### config.mk
export PLATFORM = sky130hd
export DESIGN_NAME = sdram_arbit_rr_flat
export DESIGN_NICKNAME = d
export VERILOG_FILES = /design/src/rtl/sdram_arbit_rr_if.sv /design/src/rtl/sdram_arbit_rr.sv /design/src/flat_wrapper.sv
export SDC_FILE = /design/constraint.sdc
export NUM_CORES = 1
export LEC_CHECK = 0
export ABC_AREA = 1
export BUFFER_PORTS_ARGS = -buffer_cell sky130_fd_sc_hd__clkbuf_2
export CAP_MARGIN = 5
export CELL_PAD_IN_SITES_DETAIL_PLACEMENT = 0
export CELL_PAD_IN_SITES_GLOBAL_PLACEMENT = 2
export CORE_MARGIN = 3
export CORE_UTILIZATION = 11
export CTS_CLUSTER_DIAMETER = 120
export DETAILED_ROUTE_END_ITERATION = 10
export PLACE_DENSITY_LB_ADDON = 0.08
export SYNTH_ARGS = -nofsm -noshare
export SYNTH_HDL_FRONTEND = slang
export SYNTH_SLANG_ARGS = --single-unit
### constraint.sdc
create_clock -name sys_clk -period 1.4 [get_ports sys_clk]
set_input_delay 0.07 -clock sys_clk [delete_from_list [all_inputs] [get_ports sys_clk]]
set_output_delay 0.07 -clock sys_clk [all_outputs]
set_load 0.005 [all_outputs]
### src/rtl/sdram_arbit_rr_if.sv
// Signal bundle between the SDRAM command arbiter, its requesting engines and the SDRAM pins.
// The slave modport is the arbiter's view; master is the engine/pin side.
interface sdram_arbit_rr_if #(
    parameter int NUM_CH = 2,
    parameter int DATA_W = 16,
    parameter int ADDR_W = 13,
    parameter int BA_W   = 2
);
    logic [3:0]               init_cmd;
    logic [BA_W-1:0]          init_ba;
    logic [ADDR_W-1:0]        init_addr;
    logic                     init_end;
    logic                     aref_req;
    logic [3:0]               aref_cmd;
    logic [BA_W-1:0]          aref_ba;
    logic [ADDR_W-1:0]        aref_addr;
    logic                     aref_end;
    logic [NUM_CH-1:0]        ch_req;
    logic [4*NUM_CH-1:0]      ch_cmd;
    logic [BA_W*NUM_CH-1:0]   ch_ba;
    logic [ADDR_W*NUM_CH-1:0] ch_addr;
    logic [DATA_W*NUM_CH-1:0] ch_wr_data;
    logic [NUM_CH-1:0]        ch_dq_oe;
    logic [NUM_CH-1:0]        ch_end;

    logic                     aref_en;
    logic [NUM_CH-1:0]        ch_en;
    logic                     aref_pending;
    logic                     sdram_cke;
    logic                     sdram_cs_n;
    logic                     sdram_ras_n;
    logic                     sdram_cas_n;
    logic                     sdram_we_n;
    logic [BA_W-1:0]          sdram_ba;
    logic [ADDR_W-1:0]        sdram_addr;
    logic [DATA_W-1:0]        sdram_dq_out;
    logic                     sdram_dq_oe;
    // Debug view of the arbiter FSM: 0 INIT, 1 ARBIT, 2 AREF, 3 CH.
    logic [1:0]               dbg_state;

    modport slave (
        input  init_cmd, init_ba, init_addr, init_end,
        input  aref_req, aref_cmd, aref_ba, aref_addr, aref_end,
        input  ch_req, ch_cmd, ch_ba, ch_addr, ch_wr_data, ch_dq_oe, ch_end,
        output aref_en, ch_en, aref_pending,
        output sdram_cke, sdram_cs_n, sdram_ras_n, sdram_cas_n, sdram_we_n,
        output sdram_ba, sdram_addr, sdram_dq_out, sdram_dq_oe, dbg_state
    );

    modport master (
        output init_cmd, init_ba, init_addr, init_end,
        output aref_req, aref_cmd, aref_ba, aref_addr, aref_end,
        output ch_req, ch_cmd, ch_ba, ch_addr, ch_wr_data, ch_dq_oe, ch_end,
        input  aref_en, ch_en, aref_pending,
        input  sdram_cke, sdram_cs_n, sdram_ras_n, sdram_cas_n, sdram_we_n,
        input  sdram_ba, sdram_addr, sdram_dq_out, sdram_dq_oe, dbg_state
    );
endinterface

### src/rtl/sdram_arbit_rr.sv
// SDRAM command arbiter: init pass-through, then refresh-first arbitration with
// round-robin grants among NUM_CH channels, one NOP cycle between grants.
module sdram_arbit_rr #(
    parameter int NUM_CH = 2,
    parameter int DATA_W = 16,
    parameter int ADDR_W = 13,
    parameter int BA_W   = 2
) (
    input  logic             sys_clk,
    input  logic             sys_rst_n,
    sdram_arbit_rr_if.slave  bus
);
    localparam int         PTR_W   = (NUM_CH > 1) ? $clog2(NUM_CH) : 1;
    localparam logic [3:0] CMD_NOP = 4'b0111;

    typedef enum logic [1:0] {
        ST_INIT  = 2'd0,
        ST_ARBIT = 2'd1,
        ST_AREF  = 2'd2,
        ST_CH    = 2'd3
    } state_e;

    state_e            state_q, state_d;
    logic              aref_en_q, aref_en_d;
    logic [NUM_CH-1:0] ch_en_q, ch_en_d;
    logic [PTR_W-1:0]  ptr_q, ptr_d;

    logic [3:0]        sel_cmd;
    logic [BA_W-1:0]   sel_ba;
    logic [ADDR_W-1:0] sel_addr;
    logic [DATA_W-1:0] sel_wdata;
    logic              sel_oe;
    logic              sel_end;

    logic              pick_vld;
    logic [PTR_W-1:0]  pick;
    logic [PTR_W-1:0]  cand;

    logic [3:0]        pin_cmd;
    logic [BA_W-1:0]   pin_ba;
    logic [ADDR_W-1:0] pin_addr;

    // While in CH the pointer holds the granted index, so it selects the channel slice.
    always_comb begin
        sel_cmd   = CMD_NOP;
        sel_ba    = '1;
        sel_addr  = '1;
        sel_wdata = '0;
        sel_oe    = 1'b0;
        sel_end   = 1'b0;
        for (int i = 0; i < NUM_CH; i++) begin
            if (ptr_q == PTR_W'(i)) begin
                sel_cmd   = bus.ch_cmd[4*i +: 4];
                sel_ba    = bus.ch_ba[BA_W*i +: BA_W];
                sel_addr  = bus.ch_addr[ADDR_W*i +: ADDR_W];
                sel_wdata = bus.ch_wr_data[DATA_W*i +: DATA_W];
                sel_oe    = bus.ch_dq_oe[i];
                sel_end   = bus.ch_end[i];
            end
        end
    end

    // Round-robin search: first requester after the last grant, wrapping at NUM_CH.
    always_comb begin
        pick_vld = 1'b0;
        pick     = ptr_q;
        cand     = ptr_q;
        for (int k = 1; k <= NUM_CH; k++) begin
            cand = PTR_W'((int'(ptr_q) + k) % NUM_CH);
            for (int j = 0; j < NUM_CH; j++) begin
                if (!pick_vld && cand == PTR_W'(j) && bus.ch_req[j]) begin
                    pick_vld = 1'b1;
                    pick     = cand;
                end
            end
        end
    end

    always_comb begin
        state_d   = state_q;
        aref_en_d = aref_en_q;
        ch_en_d   = ch_en_q;
        ptr_d     = ptr_q;
        unique case (state_q)
            ST_INIT: begin
                if (bus.init_end) state_d = ST_ARBIT;
            end
            ST_ARBIT: begin
                if (bus.aref_req) begin
                    state_d   = ST_AREF;
                    aref_en_d = 1'b1;
                end else if (pick_vld) begin
                    state_d = ST_CH;
                    ptr_d   = pick;
                    for (int i = 0; i < NUM_CH; i++) ch_en_d[i] = (pick == PTR_W'(i));
                end
            end
            ST_AREF: begin
                if (bus.aref_end) begin
                    state_d   = ST_ARBIT;
                    aref_en_d = 1'b0;
                end
            end
            ST_CH: begin
                if (sel_end) begin
                    state_d = ST_ARBIT;
                    ch_en_d = '0;
                end
            end
            default: state_d = ST_INIT;
        endcase
    end

    always_ff @(posedge sys_clk) begin
        if (!sys_rst_n) begin
            state_q   <= ST_INIT;
            aref_en_q <= 1'b0;
            ch_en_q   <= '0;
            ptr_q     <= PTR_W'(NUM_CH - 1);
        end else begin
            state_q   <= state_d;
            aref_en_q <= aref_en_d;
            ch_en_q   <= ch_en_d;
            ptr_q     <= ptr_d;
        end
    end

    always_comb begin
        pin_cmd  = CMD_NOP;
        pin_ba   = '1;
        pin_addr = '1;
        unique case (state_q)
            ST_INIT: begin
                pin_cmd  = bus.init_cmd;
                pin_ba   = bus.init_ba;
                pin_addr = bus.init_addr;
            end
            ST_AREF: begin
                pin_cmd  = bus.aref_cmd;
                pin_ba   = bus.aref_ba;
                pin_addr = bus.aref_addr;
            end
            ST_CH: begin
                pin_cmd  = sel_cmd;
                pin_ba   = sel_ba;
                pin_addr = sel_addr;
            end
            default: ;
        endcase
    end

    assign bus.sdram_cke    = 1'b1;
    assign {bus.sdram_cs_n, bus.sdram_ras_n, bus.sdram_cas_n, bus.sdram_we_n} = pin_cmd;
    assign bus.sdram_ba     = pin_ba;
    assign bus.sdram_addr   = pin_addr;
    assign bus.sdram_dq_out = (state_q == ST_CH) ? sel_wdata : '0;
    assign bus.sdram_dq_oe  = (state_q == ST_CH) && sel_oe;
    assign bus.aref_en      = aref_en_q;
    assign bus.ch_en        = ch_en_q;
    assign bus.aref_pending = (state_q == ST_CH) && bus.aref_req;
    assign bus.dbg_state    = state_q;
endmodule

### src/flat_wrapper.sv
// flat-port wrapper written by rule: the top's interface ports become plain ports
module sdram_arbit_rr_flat 
#(
    parameter int NUM_CH = 2,
    parameter int DATA_W = 16,
    parameter int ADDR_W = 13,
    parameter int BA_W   = 2
)
  (sys_clk, sys_rst_n, bus_init_cmd, bus_init_ba, bus_init_addr, bus_init_end, bus_aref_req, bus_aref_cmd, bus_aref_ba, bus_aref_addr, bus_aref_end, bus_ch_req, bus_ch_cmd, bus_ch_ba, bus_ch_addr, bus_ch_wr_data, bus_ch_dq_oe, bus_ch_end, bus_aref_en, bus_ch_en, bus_aref_pending, bus_sdram_cke, bus_sdram_cs_n, bus_sdram_ras_n, bus_sdram_cas_n, bus_sdram_we_n, bus_sdram_ba, bus_sdram_addr, bus_sdram_dq_out, bus_sdram_dq_oe, bus_dbg_state);
  sdram_arbit_rr_if #(.NUM_CH(NUM_CH), .DATA_W(DATA_W), .ADDR_W(ADDR_W), .BA_W(BA_W)) bus_i ();
  input  logic sys_clk;
  input  logic sys_rst_n;
  input wire logic [$bits(bus_i.init_cmd)-1:0] bus_init_cmd;
  input wire logic [$bits(bus_i.init_ba)-1:0] bus_init_ba;
  input wire logic [$bits(bus_i.init_addr)-1:0] bus_init_addr;
  input wire logic [$bits(bus_i.init_end)-1:0] bus_init_end;
  input wire logic [$bits(bus_i.aref_req)-1:0] bus_aref_req;
  input wire logic [$bits(bus_i.aref_cmd)-1:0] bus_aref_cmd;
  input wire logic [$bits(bus_i.aref_ba)-1:0] bus_aref_ba;
  input wire logic [$bits(bus_i.aref_addr)-1:0] bus_aref_addr;
  input wire logic [$bits(bus_i.aref_end)-1:0] bus_aref_end;
  input wire logic [$bits(bus_i.ch_req)-1:0] bus_ch_req;
  input wire logic [$bits(bus_i.ch_cmd)-1:0] bus_ch_cmd;
  input wire logic [$bits(bus_i.ch_ba)-1:0] bus_ch_ba;
  input wire logic [$bits(bus_i.ch_addr)-1:0] bus_ch_addr;
  input wire logic [$bits(bus_i.ch_wr_data)-1:0] bus_ch_wr_data;
  input wire logic [$bits(bus_i.ch_dq_oe)-1:0] bus_ch_dq_oe;
  input wire logic [$bits(bus_i.ch_end)-1:0] bus_ch_end;
  output wire logic [$bits(bus_i.aref_en)-1:0] bus_aref_en;
  output wire logic [$bits(bus_i.ch_en)-1:0] bus_ch_en;
  output wire logic [$bits(bus_i.aref_pending)-1:0] bus_aref_pending;
  output wire logic [$bits(bus_i.sdram_cke)-1:0] bus_sdram_cke;
  output wire logic [$bits(bus_i.sdram_cs_n)-1:0] bus_sdram_cs_n;
  output wire logic [$bits(bus_i.sdram_ras_n)-1:0] bus_sdram_ras_n;
  output wire logic [$bits(bus_i.sdram_cas_n)-1:0] bus_sdram_cas_n;
  output wire logic [$bits(bus_i.sdram_we_n)-1:0] bus_sdram_we_n;
  output wire logic [$bits(bus_i.sdram_ba)-1:0] bus_sdram_ba;
  output wire logic [$bits(bus_i.sdram_addr)-1:0] bus_sdram_addr;
  output wire logic [$bits(bus_i.sdram_dq_out)-1:0] bus_sdram_dq_out;
  output wire logic [$bits(bus_i.sdram_dq_oe)-1:0] bus_sdram_dq_oe;
  output wire logic [$bits(bus_i.dbg_state)-1:0] bus_dbg_state;
  assign bus_i.init_cmd = bus_init_cmd;
  assign bus_i.init_ba = bus_init_ba;
  assign bus_i.init_addr = bus_init_addr;
  assign bus_i.init_end = bus_init_end;
  assign bus_i.aref_req = bus_aref_req;
  assign bus_i.aref_cmd = bus_aref_cmd;
  assign bus_i.aref_ba = bus_aref_ba;
  assign bus_i.aref_addr = bus_aref_addr;
  assign bus_i.aref_end = bus_aref_end;
  assign bus_i.ch_req = bus_ch_req;
  assign bus_i.ch_cmd = bus_ch_cmd;
  assign bus_i.ch_ba = bus_ch_ba;
  assign bus_i.ch_addr = bus_ch_addr;
  assign bus_i.ch_wr_data = bus_ch_wr_data;
  assign bus_i.ch_dq_oe = bus_ch_dq_oe;
  assign bus_i.ch_end = bus_ch_end;
  assign bus_aref_en = bus_i.aref_en;
  assign bus_ch_en = bus_i.ch_en;
  assign bus_aref_pending = bus_i.aref_pending;
  assign bus_sdram_cke = bus_i.sdram_cke;
  assign bus_sdram_cs_n = bus_i.sdram_cs_n;
  assign bus_sdram_ras_n = bus_i.sdram_ras_n;
  assign bus_sdram_cas_n = bus_i.sdram_cas_n;
  assign bus_sdram_we_n = bus_i.sdram_we_n;
  assign bus_sdram_ba = bus_i.sdram_ba;
  assign bus_sdram_addr = bus_i.sdram_addr;
  assign bus_sdram_dq_out = bus_i.sdram_dq_out;
  assign bus_sdram_dq_oe = bus_i.sdram_dq_oe;
  assign bus_dbg_state = bus_i.dbg_state;
  sdram_arbit_rr #(.NUM_CH(NUM_CH), .DATA_W(DATA_W), .ADDR_W(ADDR_W), .BA_W(BA_W)) u_core (.sys_clk(sys_clk), .sys_rst_n(sys_rst_n), .bus(bus_i));
endmodule
* After elaboration in Yosys (flattened, before gate mapping) *
Index checks and enable logic that the tools add are counted.

word-level totals
  flip-flop bits (word level) = 6
  word-level logic and storage cells = 70

operators by class
  equal/unequal tests = 10
  reduce and logical (&&, ||, !) cells = 19
  add/subtract/negate cells = 2
  mux-type cells = 31
  bitwise operators = 4

operators by type and width
  operator               count
  $pmux W13 S3           1
  $mux W16               2
  $mux W2                9
  $mux W13               1
  $mux W1                12
  $pmux W4 S3            1
  $logic_and A1 B1 Y1    9
  $ne A2 B2 Y1 const B   4
  $pmux W2 S4            1
  $reduce_and A4 Y1      2
  $pmux W2 S3            1
  $reduce_and A3 Y1      2
  $eq A2 B2 Y1 const B   2
  $mux W4                1
  $ne A2 B1 Y1 const B   2
  $not A1 Y1             4
  $pmux W2 S2            1
  $reduce_bool A2 Y1     2
  $logic_not A1 Y1       3
  $ne A3 B2 Y1 const B   1
  $add A1 B1 Y1 const B  2
  $eq A2 B1 Y1 const B   1
  $logic_not A2 Y1       1
  $pmux W1 S2            1

* Depth between registers and ports, before layout *
  depth in word-level cells = 20
  depth in mapped cells = 9

* Worst setup path before layout *
OpenSTA, ideal clock, no wires.

  path type = reg-to-reg
  start = register u_core.state_q[0], in the netlist u_core.bus.dbg_state[0]
  end = register u_core.state_q[1], in the netlist u_core.bus.dbg_state[1]
  period minus slack after synthesis = 1.091 ns
  data arrival time = 0.973 ns
  required time = 1.282 ns
  path buffers = 0
  cell stages (with the launch flop) = 7
  setup time = 0.118 ns
  setup slack = 0.309 ns
  cells stage by stage = dfxtp_1 inv_2 nand2_2 or2_1 nand2_1 nor3b_1 nor2_1

between the ends
  longest elaborated chain between the ends = 3
  elaborated cells between the ends (all ways) = 10

ends and longest elaborated chain
  element                                                      line                   text
  from (decl)                                                  sdram_arbit_rr.sv:23   state_e state_q, state_d;
  from (signal assigned)                                       sdram_arbit_rr.sv:121  state_q <= state_d;
  $eq A2 B1 Y1, or another cell as far along                   sdram_arbit_rr.sv:84   unique case (state_q)
  $ne A3 B2 Y1 (no source line), or another cell as far along  -
  $reduce_and A4 Y1 (no source line)                           -

Several ways; a longest one is shown, not always the timed one.
A chain may end at the register's enable or synchronous reset.

* Final worst setup path *
  start = register u_core.state_q[1], in the netlist u_core.bus.dbg_state[1]
  end = output bus_sdram_ras_n

between the ends
  longest elaborated chain between the ends = 2
  elaborated cells between the ends (all ways) = 4

ends and longest elaborated chain
  element                                           line                   text
  $eq A2 B2 Y1 or $logic_not A2 Y1 (tied branches)  sdram_arbit_rr.sv:132  unique case (state_q)
  $pmux W4 S3 (*)                                   sdram_arbit_rr.sv:132
  to (decl)                                         flat_wrapper.sv:34     output wire logic [$bits(bus_i.sdram_ras_n)-1:0] bus_sdram_ras_n;

Mark *: on every way between the ends. The rest lies on a longest branch, timed or not.

==> impl_metrics.json <==
{
  "worst_hold_path_type": "in2reg",
  "critical_path_class": "reg2out",
  "netlist-cell-type-count": 24,
  "route.detailed.drc": 0,
  "wire_length_of_the_first_global_routing_pass_um": 10600,
  "grt_use_total": 0.1113,
  "mostFrequentLayoutCells": "152 x clkbuf_2, 59 x nand2_1, 35 x nor2_1",
  "ys_ff_latch": 6,
  "timing.final.hold_violations": 0,
  "cts_root_buf": "clkbuf_8",
  "synth_area_per_cell_sq_um": 5.077,
  "synthCells": 225,
  "vias": 2075,
  "final-max-slew-violation-count": 0,
  "p_leak_nw": 1.213,
  "number_of_global_route_vias_before_repair": 2129,
  "ant_nets": 0,
  "clk_latency_ns": 0.22,
  "status": "complete, no violations",
  "critical_path_required_ns": 1.33,
  "drive_gt1_frac": 0.5064,
  "critical_path_arrival_ns": 1.26,
  "postSynthNetCount": 344,
  "routabilityCongestion": 0.6863,
  "drt_first_iter_violations": 95,
  "detail_route.wirelength.met1_um": 3121,
  "dr.max_layer_used": "met4",
  "r2r_start": "u_core.bus.dbg_state[1]$_SDFFE_PN0P_",
  "dr_wl_met3_um": 551,
  "post-layout-total-power_w": 0.001403,
  "setup.reg_to_reg.worst_slack_ns": 0.13,
  "routed_wirelength_um": 6948,
  "final_core_util": 0.2279,
  "fp.dieH_um": 107.9,
  "critical_path_startpoint": "u_core.bus.dbg_state[1]$_SDFFE_PN0P_",
  "clock_transition_at_the_register_clock_pins_on_the_worst_setup_and_hold_paths_after_cts_ns": 0.04,
  "numClockSinks": 6,
  "rsz_0062_raised_after_global_routing": "yes",
  "yosys_warnings": 0,
  "design.core.area_sq_mm": 0.009955,
  "port_buffers": 160,
  "final-setup-viol-count": 0,
  "max_cap_violations": 0,
  "layout.cells.most_common": "clkbuf_2",
  "fp.dieArea_sq_mm": 0.01164,
  "rr_worst_depth": 8,
  "floorplan.initialDensity": 0.1148,
  "antenna_cells_inserted": 0,
  "fmax_mhz": 753.9,
  "placementRows": 36,
  "floorplan.io_pins": 162,
  "global_route.overflow_total": 0,
  "seq_area_frac_synth": 0.1051,
  "p_per_area_mw_per_mm2": 618.7,
  "synthesis.area_sq_mm": 0.001142,
  "ir_drop_mv": 0.4938,
  "number_of_antenna_violations_at_the_first_check_in_global_routing": 0,
  "grt_start_max_net_pins": 28,
  "finClkSkew_ns": 0.005331,
  "drt-wirelength-per-cell_um": 13.31,
  "vias_per_cell": 3.975,
  "htree_num_levels": 1,
  "met2_length_um": 3265,
  "min_period_ns": 1.326,
  "tritoncts_clock_tree": "done",
  "area_growth_syn_to_layout_pct": 98.58,
  "type_of_destination_of_the_critical_path": "output pin",
  "worst_setup_path_endpoint": "bus_sdram_ras_n",
  "cts_max_path_buffers": 2,
  "nets": 510,
  "critical_path_peak_fanout": 6,
  "reg2reg_to": "u_core.bus.dbg_state[1]$_SDFFE_PN0P_",
  "finalCritPeriodShare": 0.9475,
  "critPathLaunchType": "register",
  "post-dp-hpwl_um": 5645,
  "first_pass_iters": 4,
  "cts-buffers-inserted": 3,
  "die_width_um": 107.9
}
==> timing repair <==
item / in CTS / in global routing
cloned: 0 / 1
endpoints found under the hold margin: 0 / 0
pin swaps: 0 / 6
buffers inserted: 1 / 1
resized for setup: 3 / 29
endpoints found under the setup margin: 19 / 28
hold buffers: 0 / 0
==> stage by stage <==
step | setup WS (ns) | hold WS [ns] | cell area [sq um] | setup TNS, ns | std cells
6_report | 0.07352 | 0.1184 | 2268 | 0 | 522
5_1_grt | -0.01967 | 0.1183 | 2268 | -0.08863 | 522
3_5_place_dp | 0.1461 | 0.3484 | 2155 | 0 | 516
2_1_floorplan | 0.3088 | 0.1904 | 1142 | 0 | 225
3_3_place_gp | 0.1522 | 0.3493 | 2155 | 0 | 516
4_1_cts | 0.001456 | 0.1139 | 2210 | 0 | 520
==> synth_stat cells (all sizes together) <==
| master | instances | area (sq um) |
|---|---|---|
| o21ai | 31 | 155.1 |
| clkbuf | 4 | 16.26 |
| o22ai | 8 | 50.05 |
| nand2 | 62 | 237.7 |
| nor3b | 1 | 7.510 |
| dfxtp | 6 | 120.1 |
| nor2 | 37 | 141.4 |
| inv | 12 | 45.04 |
| or2 | 1 | 6.260 |
| nand3 | 5 | 25.02 |
| nor3 | 1 | 5.000 |
| o211ai | 12 | 90.09 |
| conb | 1 | 3.750 |
| a21oi | 29 | 148.9 |
| nand4 | 1 | 6.260 |
| buf | 14 | 83.83 |
==> critical path, stage by stage, from the launching register on <==
cell and delay, ns:
dfxtp_4 0.37, nand2_4 0.06, inv_4 0.07, buf_4 0.15, o21ai_0 0.09, o22ai_1 0.16, clkbuf_2 0.14
==> worst min path at each step <==
stage | start | end | slack (ns) | cells after the start
floorplan | sys_rst_n | u_core.bus.ch_en[0]$_SDFFE_PN0P_ | 0.19 | 2
global placement | sys_rst_n | u_core.bus.ch_en[0]$_SDFFE_PN0P_ | 0.35 | 3
detailed placement | sys_rst_n | u_core.bus.ch_en[1]$_SDFFE_PN0P_ | 0.35 | 3
CTS | sys_rst_n | u_core.bus.ch_en[1]$_SDFFE_PN0P_ | 0.11 | 3
global route | sys_rst_n | u_core.bus.ch_en[1]$_SDFFE_PN0P_ | 0.12 | 3
finish | sys_rst_n | u_core.bus.ch_en[1]$_SDFFE_PN0P_ | 0.12 | 3
==> flip-flops by register name, summed over array words and instances, names as in the netlist <==
signal,cells
u_core.bus.aref_en,1
u_core.bus.ch_en,2
u_core.bus.dbg_state,2
u_core.ptr_q,1
==> metal layers <==
layer	vias to the layer above	track usage
met1	894	0.1429
met4	0	0.009017
met5	-	0
met2	97	0.1994
li1	1082	-
met3	2	0.02280
==> report_power, final <==
group / switching [W] / internal, W
Combinational: 0.000473 / 0.000453
Clock: 0.0000745 / 0.000185
Sequential: 0.0000231 / 0.000195
Total: 0.000571 / 0.000833
==> cells by family (layout without fill, tap and decap cells) <==
logic type,Yosys count,after routing,share of synthesized area
flops,6,6,0.1052
simple gates,108,108,0.3757
buf+inv,30,194,0.1270
compound gates,80,80,0.3888
other cells,1,1,0.003283
==> final cells by class <==
cell class | count | area (sq um)
clock buffers | 3 | 41.29
fillers | 1192 | 7686
inverters | 12 | 50.05
multi-input cells | 189 | 890.9
flip-flops and latches | 6 | 128.9
well taps | 133 | 166.4
repair buffers | 179 | 991.0
No activity file was read; power rests on OpenSTA's default activity.
